$ cat src/rtl/uart_tx_pkg.sv
// Shared types and constants for the UART TX framer.
//   tx_state_e : frame FSM states
//   tx_sel_e   : output-mux select codes (0..4, anything else drives the idle level)
//   PAR_*      : parity type codes for PAR_TYP
//   STOP_LAST_*: index of the final stop cycle for one / two stop bits
package uart_tx_pkg;

  typedef enum logic [2:0] {
    IDLE   = 3'd0,
    START  = 3'd1,
    DATA   = 3'd2,
    PARITY = 3'd3,
    STOP   = 3'd4
  } tx_state_e;

  typedef enum logic [3:0] {
    SEL_IDLE   = 4'd0,
    SEL_START  = 4'd1,
    SEL_DATA   = 4'd2,
    SEL_PARITY = 4'd3,
    SEL_STOP   = 4'd4
  } tx_sel_e;

  localparam logic PAR_EVEN = 1'b0;
  localparam logic PAR_ODD  = 1'b1;

  localparam logic STOP_LAST_1 = 1'b0;
  localparam logic STOP_LAST_2 = 1'b1;

  function automatic tx_sel_e state_to_sel(input tx_state_e s);
    case (s)
      START:   return SEL_START;
      DATA:    return SEL_DATA;
      PARITY:  return SEL_PARITY;
      STOP:    return SEL_STOP;
      default: return SEL_IDLE;
    endcase
  endfunction

endpackage

$ cat src/rtl/uart_tx_out_mux.sv
// Registered select-to-line mux. Because the line comes straight off a flop
// it can never glitch while the select/data inputs settle.
//   clk, rst_n : clock, async active-low reset (line returns to IDLE_LEVEL)
//   sel        : what the line carries next cycle
//   ser_bit    : next serial data bit
//   par_bit    : latched parity bit
//   tx_out     : serial line
module uart_tx_out_mux
  import uart_tx_pkg::*;
#(
  parameter logic IDLE_LEVEL = 1'b1
) (
  input  logic    clk,
  input  logic    rst_n,
  input  tx_sel_e sel,
  input  logic    ser_bit,
  input  logic    par_bit,
  output logic    tx_out
);

  always_ff @(posedge clk or negedge rst_n) begin
    if (!rst_n) tx_out <= IDLE_LEVEL;
    else begin
      case (sel)
        SEL_START:  tx_out <= 1'b0;
        SEL_DATA:   tx_out <= ser_bit;
        SEL_PARITY: tx_out <= par_bit;
        default:    tx_out <= IDLE_LEVEL;  // idle, stop and unused codes
      endcase
    end
  end

endmodule

$ cat src/rtl/uart_tx_frame_ctrl.sv
// UART TX framer: start bit, DATA_WIDTH payload bits LSB first, optional
// parity, one or two stop bits. One bit per CLK. A new frame can be taken
// in the last stop cycle, so frames run back to back without a gap.
//   CLK, RST   : clock, async active-low reset
//   P_DATA     : payload, captured on ACCEPT
//   DATA_VALID : request; held by upstream until ACCEPT
//   PAR_EN/PAR_TYP/STOP2 : frame config, captured on ACCEPT
//   TX_OUT     : registered serial line
//   BUSY       : registered, high for every cycle a frame occupies the line
//   ACCEPT     : combinational, payload/config taken this cycle
module uart_tx_frame_ctrl
  import uart_tx_pkg::*;
#(
  parameter int   DATA_WIDTH = 8,
  parameter logic IDLE_LEVEL = 1'b1
) (
  input  logic                  CLK,
  input  logic                  RST,
  input  logic [DATA_WIDTH-1:0] P_DATA,
  input  logic                  DATA_VALID,
  input  logic                  PAR_EN,
  input  logic                  PAR_TYP,
  input  logic                  STOP2,
  output logic                  TX_OUT,
  output logic                  BUSY,
  output logic                  ACCEPT
);

  localparam int            CW       = $clog2(DATA_WIDTH);
  localparam logic [CW-1:0] CNT_LAST = CW'(DATA_WIDTH - 1);

  tx_state_e             state, state_nxt;
  logic [CW-1:0]         bit_cnt;
  logic                  stop_cnt;
  logic [DATA_WIDTH-1:0] shreg;
  logic                  par_q, par_en_q, stop2_q;
  logic                  last_stop, ser_nxt;
  tx_sel_e               sel_nxt;

  assign last_stop = (state == STOP) &&
                     (stop_cnt == (stop2_q ? STOP_LAST_2 : STOP_LAST_1));
  assign ACCEPT    = DATA_VALID && ((state == IDLE) || last_stop);

  always_comb begin
    state_nxt = state;
    case (state)
      IDLE:    if (ACCEPT) state_nxt = START;
      START:   state_nxt = DATA;
      DATA:    if (bit_cnt == CNT_LAST) state_nxt = par_en_q ? PARITY : STOP;
      PARITY:  state_nxt = STOP;
      STOP:    if (last_stop) state_nxt = ACCEPT ? START : IDLE;
      default: state_nxt = IDLE;
    endcase
  end

  // The out-mux registers the *next* bit so TX_OUT moves on the same edge
  // as the state. The shift register holds the current bit in [0], so the
  // bit after it is [1]; leaving START, bit 0 is next.
  assign ser_nxt = (state == START) ? shreg[0] : shreg[1];
  assign sel_nxt = state_to_sel(state_nxt);

  always_ff @(posedge CLK or negedge RST) begin
    if (!RST) begin
      state    <= IDLE;
      BUSY     <= 1'b0;
      bit_cnt  <= '0;
      stop_cnt <= 1'b0;
      shreg    <= '0;
      par_q    <= 1'b0;
      par_en_q <= 1'b0;
      stop2_q  <= 1'b0;
    end else begin
      state <= state_nxt;
      BUSY  <= (state_nxt != IDLE);
      case (state)
        DATA: begin
          shreg   <= shreg >> 1;
          bit_cnt <= (bit_cnt == CNT_LAST) ? '0 : bit_cnt + 1'b1;
        end
        STOP:    stop_cnt <= last_stop ? 1'b0 : 1'b1;
        default: ;
      endcase
      // Capture last so an accept in the final stop cycle wins.
      if (ACCEPT) begin
        shreg    <= P_DATA;
        par_q    <= (PAR_TYP == PAR_ODD) ? ~^P_DATA : ^P_DATA;
        par_en_q <= PAR_EN;
        stop2_q  <= STOP2;
        bit_cnt  <= '0;
        stop_cnt <= 1'b0;
      end
    end
  end

  uart_tx_out_mux #(.IDLE_LEVEL(IDLE_LEVEL)) u_out_mux (
    .clk    (CLK),
    .rst_n  (RST),
    .sel    (sel_nxt),
    .ser_bit(ser_nxt),
    .par_bit(par_q),
    .tx_out (TX_OUT)
  );

endmodule
$ cat config.mk
export PLATFORM = sky130hd
export DESIGN_NAME = uart_tx_frame_ctrl
export DESIGN_NICKNAME = d
export VERILOG_FILES = /design/src/rtl/uart_tx_pkg.sv /design/src/rtl/uart_tx_out_mux.sv /design/src/rtl/uart_tx_frame_ctrl.sv
export SDC_FILE = /design/constraint.sdc
export NUM_CORES = 1
export LEC_CHECK = 0
export BUFFER_PORTS_ARGS = -buffer_cell sky130_fd_sc_hd__buf_2
export CORE_MARGIN = 10
export CORE_UTILIZATION = 49
export DETAILED_ROUTE_END_ITERATION = 8
export GPL_ROUTABILITY_DRIVEN = 1
export GPL_TIMING_DRIVEN = 1
export PLACE_DENSITY = 0.73
export SYNTH_ARGS = -nofsm -noshare
export SYNTH_HDL_FRONTEND = slang
export SYNTH_SLANG_ARGS = --single-unit
$ cat constraint.sdc
create_clock -name CLK -period 1.65 [get_ports CLK]
set_input_delay 0.33 -clock CLK [delete_from_list [all_inputs] [get_ports CLK]]
set_output_delay 0.33 -clock CLK [all_outputs]
set_load 0.01 [all_outputs]
# ---- Yosys cells after proc, flatten, opt, wreduce, memory -nomap -nowiden
# Index checks and enable logic that the tools add are counted.
dict set report totals {
  output_inout_bits 3
  reg_bits 20
}
dict set report op_classes {
  n_reduce_logical 9
  eq_ne 13
  n_addsub 1
  muxes 19
}
# op n
set ops {}
lappend ops {{$mux W3} 7}
lappend ops {{$eq A3 B2 Y1 const B} 6}
lappend ops {{$mux W8} 2}
lappend ops {{$pmux W3 S5} 1}
lappend ops {{$pmux W3 S4} 1}
lappend ops {{$eq A3 B1 Y1 const B} 3}
lappend ops {{$eq A3 B3 Y1 const B} 3}
lappend ops {{$reduce_xnor A8 Y1} 1}
lappend ops {{$reduce_xor A8 Y1} 1}
lappend ops {{$mux W1} 7}
lappend ops {{$reduce_bool A2 Y1} 2}
lappend ops {{$add A3 B1 Y3 const B} 1}
lappend ops {{$logic_not A3 Y1} 1}
lappend ops {{$pmux W1 S3} 1}
lappend ops {{$reduce_bool A3 Y1} 1}
lappend ops {{$logic_and A1 B1 Y1} 2}
lappend ops {{$eq A1 B1 Y1} 1}
lappend ops {{$logic_or A1 B1 Y1} 1}

# ---- Logic depth before layout (Yosys ltp)
dict set report depth {
  ltp_word 12
  mapped_depth 6
}

# ---- Modules after synthesis
# Synthesis repeated with hierarchy kept, for this count alone.
dict set report unflattened {
  cells_unflattened 102
  hier_area_um2 1068.5
}
# mod area_each_um2 cells_per_inst n_inst
set by_module_without_submodules {}
lappend by_module_without_submodules {uart_tx_frame_ctrl 1014.7 97 1}
lappend by_module_without_submodules {uart_tx_out_mux 53.8 5 1}

# ---- Worst setup path before layout
# No wires, ideal clock.
dict set report synth_path {
  path_kind {reg2reg}
  from {reg stop2_q}
  to {reg par_en_q}
  setup_slack_ps -125
  arrival_time_ps 1650
  path_buffers 1
  t_required_ps 1525
  setup_time_ps 125
  path_stages_with_launch 5
  synth_period_minus_slack_ps 1775
  cell_sequence {dfrtp_1 > xor2_1 > a2111oi_4 > buf_6 > mux2_4}
}
dict set report synth_between {
  elab_chain_len 5
}
# item line_no
set synth_rtl {}
lappend synth_rtl {{start, declared} uart_tx_frame_ctrl.sv:36} ;# logic par_q, par_en_q, stop2_q;
lappend synth_rtl {{start signal, assigned} uart_tx_frame_ctrl.sv:71} ;# stop2_q <= 1'b0;
lappend synth_rtl {{start signal, assigned} uart_tx_frame_ctrl.sv:88} ;# stop2_q <= STOP2;
lappend synth_rtl {{$mux W1} uart_tx_frame_ctrl.sv:41} ;# (stop_cnt == (stop2_q ? STOP_LAST_2 : STOP_LAST_1));
lappend synth_rtl {{$eq A1 B1 Y1} uart_tx_frame_ctrl.sv:41}
lappend synth_rtl {{$logic_and A1 B1 Y1} uart_tx_frame_ctrl.sv:40} ;# assign last_stop = (state == STOP) &&
lappend synth_rtl {{$logic_or A1 B1 Y1} uart_tx_frame_ctrl.sv:42} ;# assign ACCEPT = DATA_VALID && ((state == IDLE) || last_stop);
lappend synth_rtl {{$logic_and A1 B1 Y1} uart_tx_frame_ctrl.sv:42}
lappend synth_rtl {{via ACCEPT} uart_tx_frame_ctrl.sv:26} ;# output logic ACCEPT
lappend synth_rtl {{end signal, assigned} uart_tx_frame_ctrl.sv:70} ;# par_en_q <= 1'b0;
lappend synth_rtl {{end signal, assigned} uart_tx_frame_ctrl.sv:87} ;# par_en_q <= PAR_EN;
lappend synth_rtl {{end, declared} uart_tx_frame_ctrl.sv:36}
# The timed path passes the listed nets, and every way through them passes these cells.
# A chain may end at the register's enable or synchronous reset.

# ---- Worst setup path in the final report
dict set report layout_path {
  from {reg stop_cnt}
  to {out ACCEPT}
}
dict set report layout_between {
  elab_chain_len 4
}
# item line_no
set layout_rtl {}
lappend layout_rtl {{start, declared} uart_tx_frame_ctrl.sv:34} ;# logic stop_cnt;
lappend layout_rtl {{start signal, assigned} uart_tx_frame_ctrl.sv:80} ;# STOP: stop_cnt <= last_stop ? 1'b0 : 1'b1;
lappend layout_rtl {{$eq A1 B1 Y1} uart_tx_frame_ctrl.sv:41}
lappend layout_rtl {{$logic_and A1 B1 Y1} uart_tx_frame_ctrl.sv:40}
lappend layout_rtl {{$logic_or A1 B1 Y1} uart_tx_frame_ctrl.sv:42}
lappend layout_rtl {{$logic_and A1 B1 Y1} uart_tx_frame_ctrl.sv:42}
lappend layout_rtl {{end, declared} uart_tx_frame_ctrl.sv:26}
# No other way between the ends.

==> run_results.csv <==
group,metric,value,unit
die,initial_core_util,52.5,%
placement,dp_slack,-0.0618,ns
timing,period_minus_slack,1.88,ns
timing,fmax,531,MHz
status,violations,"negative setup slack",
critical_path,cp_slowest_stage_delay,0.43,ns
global_routing,grt_use_total,12.2,%
die,boundaryPins,17,
critical_path,end_kind,"primary output",
critical_path,start_kind,"flip-flop",
power_and_ir_drop,ir_drop,0.00111,V
critical_path,crit_arrival,1.55,ns
timing,tightest_slew,0.457,ns
die,dieArea,0.00440,mm^2
synth,synthTopCellsByArea,"dfrtp_1, a22o_2, a21o_1",
detailed_routing,avgRoutedWirePerCell,16.7,um
synth,synthTopCellsByCount,"dfrtp_1, nand2_1, a21o_1, a21oi_1, a22o_2",
clock_tree,clk_latency,0.31,ns
worst_hold_path,hold_class,"input pin to flip-flop",
placement,dpl.hpwl,1.64,mm
global_routing,grt_max_degree,21,
final_layout,layoutNonFillerInstCount,152,
synth,syn_area,0.00105,mm^2
critical_path,worst-path-buf-inv,2,
timing,setup_violations,6,
timing,setup_tns,-0.537,ns
detailed_routing,via_per_inst,5.46,
synth,ys.warnings.count,0,
global_routing,grt_first_pass_wirelength,4.19,mm
synth,synth_edf_count,0,
placement,gp_congestion,0.802,
clock_tree,cts_root_buf,"clkbuf_4",
timing,finClkSkew,0.00214,ns
clock_tree,cts_max_path_buffers,2,
synth,synth.most_common_cell,"dfrtp_1",
timing,slew_violations,0,
timing,fin_ws,-0.235,ns
global_routing,grt_antenna_before_repair,0,
timing,finalCritPeriodShare,114,%
timing,maxSlewHeadroom,69.5,%
global_routing,grt_overflow,0,
synth,synth-main-ff-cell,"dfrtp_1",
timing,rsz0062_at_grt,"true",
final_layout,num_antenna_cells,0,
detailed_routing,drt-initial-drc-count,13,
detailed_routing,drc_errors,0,
critical_path,worst_path_max_delay_cell,"dfrtp_1",
synth,netlist.area_leader.share,45.2,%
power_and_ir_drop,leakagePower,0.701,nW
detailed_routing,first_pass_iters,3,
synth,synthArstFlopShare,100,%
final_layout,syn_to_final_growth,34.9,%
detailed_routing,wl,2.54,mm
synth,postSynthAreaPerCell,11.7,um^2
clock_tree,h-tree-depth,1,
critical_path,cp_max_fo,2,
critical_path,path_class,"flip-flop to primary output",
die,die_h,66.3,um
final_layout,drive_gt1_share,46.4,%
synth,synth_fp_nets,106,
global_routing,grt_pass1_vias,910,
power_and_ir_drop,power-per-cell-area,1870,mW/mm^2
placement,portBuffers,16,
detailed_routing,num_vias,830,
synth,synth.distinct_cells,33,
flow_run,cap_violations,0,
synth,synth-seq-cells,20,
die,rows,16,
die,dieWidth,66.3,um
critical_path,cp_cell_sequence,"xor2_2 -> a2111oi_4 -> buf_4 -> buf_6",
die,core_area,0.00200,mm^2
critical_path,crit_family,"flip-flops",
clock_tree,cts_tree,"done",
synth,synth_cells,90,
synth,synth_top_area_cell,"dfrtp_1",
final_layout,fin_nets,142,
clock_tree,cts_sinks,20,
timing,hold_violations,0,
synth,yosysSeqAreaShare,47.7,%
detailed_routing,ant_nets,0,
clock_tree,cts_made_buffers,3,
placement,numPlacedInstances,140,
power_and_ir_drop,power,2.64,mW
status,status,"finished with violations",
critical_path,crit_required,1.32,ns
clock_tree,clk_pin_slew,0.12,ns
==> worst paths after layout <==
path / startpoint / endpoint / slack [ns] / cells after the start
max: stop_cnt / ACCEPT / -0.23 / 4
min: PAR_EN / par_en_q / 0.24 / 2
max reg2reg: stop_cnt / BUSY / -0.08 / 6
max in group asynchronous: RST / u_out_mux.tx_out / 0.83 / 2
min reg2reg: shreg[4] / shreg[4] / 0.50 / 1
min in group asynchronous: RST / BUSY / 0.48 / 2
==> logic make-up (layout without fill, tap and decap cells) <==
logic type	after synthesis	in the layout	synth area share (%)
adder cells (fa/ha/maj)	2	2	2.38
buffers and inverters	6	41	2.98
XOR/XNOR	8	8	7.98
AND/OR/NAND/NOR	22	22	11.0
multiplexers	4	4	5.24
AO/OA/AOI/OAI	28	28	22.7
flip-flops	20	20	47.7
==> power breakdown <==
group	internal [mW]	switching, mW
clock	0.135	0.165
combinational	0.805	0.634
sequential	0.724	0.180
total	1.66	0.979
==> what timing repair did <==
action | CTS | global route
pin swaps | 14 | 3
hold buffers | 1 | 0
setup buffers | 6 | 1
gates resized for setup | 15 | 8
cloned | 1 | 0
endpoints found under the setup margin | 12 | 17
hold endpoints to repair | 19 | 0
==> metal layers <==
metal	GRT usage (%)	vias to the layer above	wire [um]	part of all wire (%)
met5	0	-	0	0
met4	3.93	0	51	2.0
met3	2.88	5	87	3.4
met2	20.9	17	1280	50
met1	14.4	416	1120	44
li1	-	392	-	-
==> state kept, by name, indices dropped and copies added, names as in the netlist <==
signal            count
shreg                 8
bit_cnt               3
state                 3
BUSY                  1
par_en_q              1
par_q                 1
stop2_q               1
stop_cnt              1
u_out_mux.tx_out      1
==> layout by cell type, fill, tap and decap left out, types with 2 or more instances in the layout <==
cell type  instances
clkbuf_4           3
or3_1              2
a21oi_1            5
buf_2             15
a21o_1             7
inv_1              3
a22o_4             4
nand2_1            7
buf_6              5
xnor2_1            5
mux2_4             3
nor2_1             3
a22o_2             3
buf_4             12
dfrtp_1           19
o21ai_0            2
==> metrics by stage <==
step | util (%) | cell area [um^2] | hold slack, ns
6_report | 70.8 | 1420 | 0.237
3_5_place_dp | 60.9 | 1220 | 0.299
4_1_cts | 70.8 | 1420 | 0.235
5_1_grt | 70.8 | 1420 | 0.244
3_3_place_gp | 60.9 | 1220 | 0.300
2_1_floorplan | - | 1050 | 0.0344
==> final cells by class <==
cell class | count | area (um^2)
sequential | 20 | 502
fill | 151 | 584
clock buffer | 4 | 36.3
timing repair buffer | 34 | 251
tap | 27 | 33.8
inverter | 3 | 11.3
multi-input combinational | 64 | 583
Note: power is estimated with default switching activity, not from simulation.
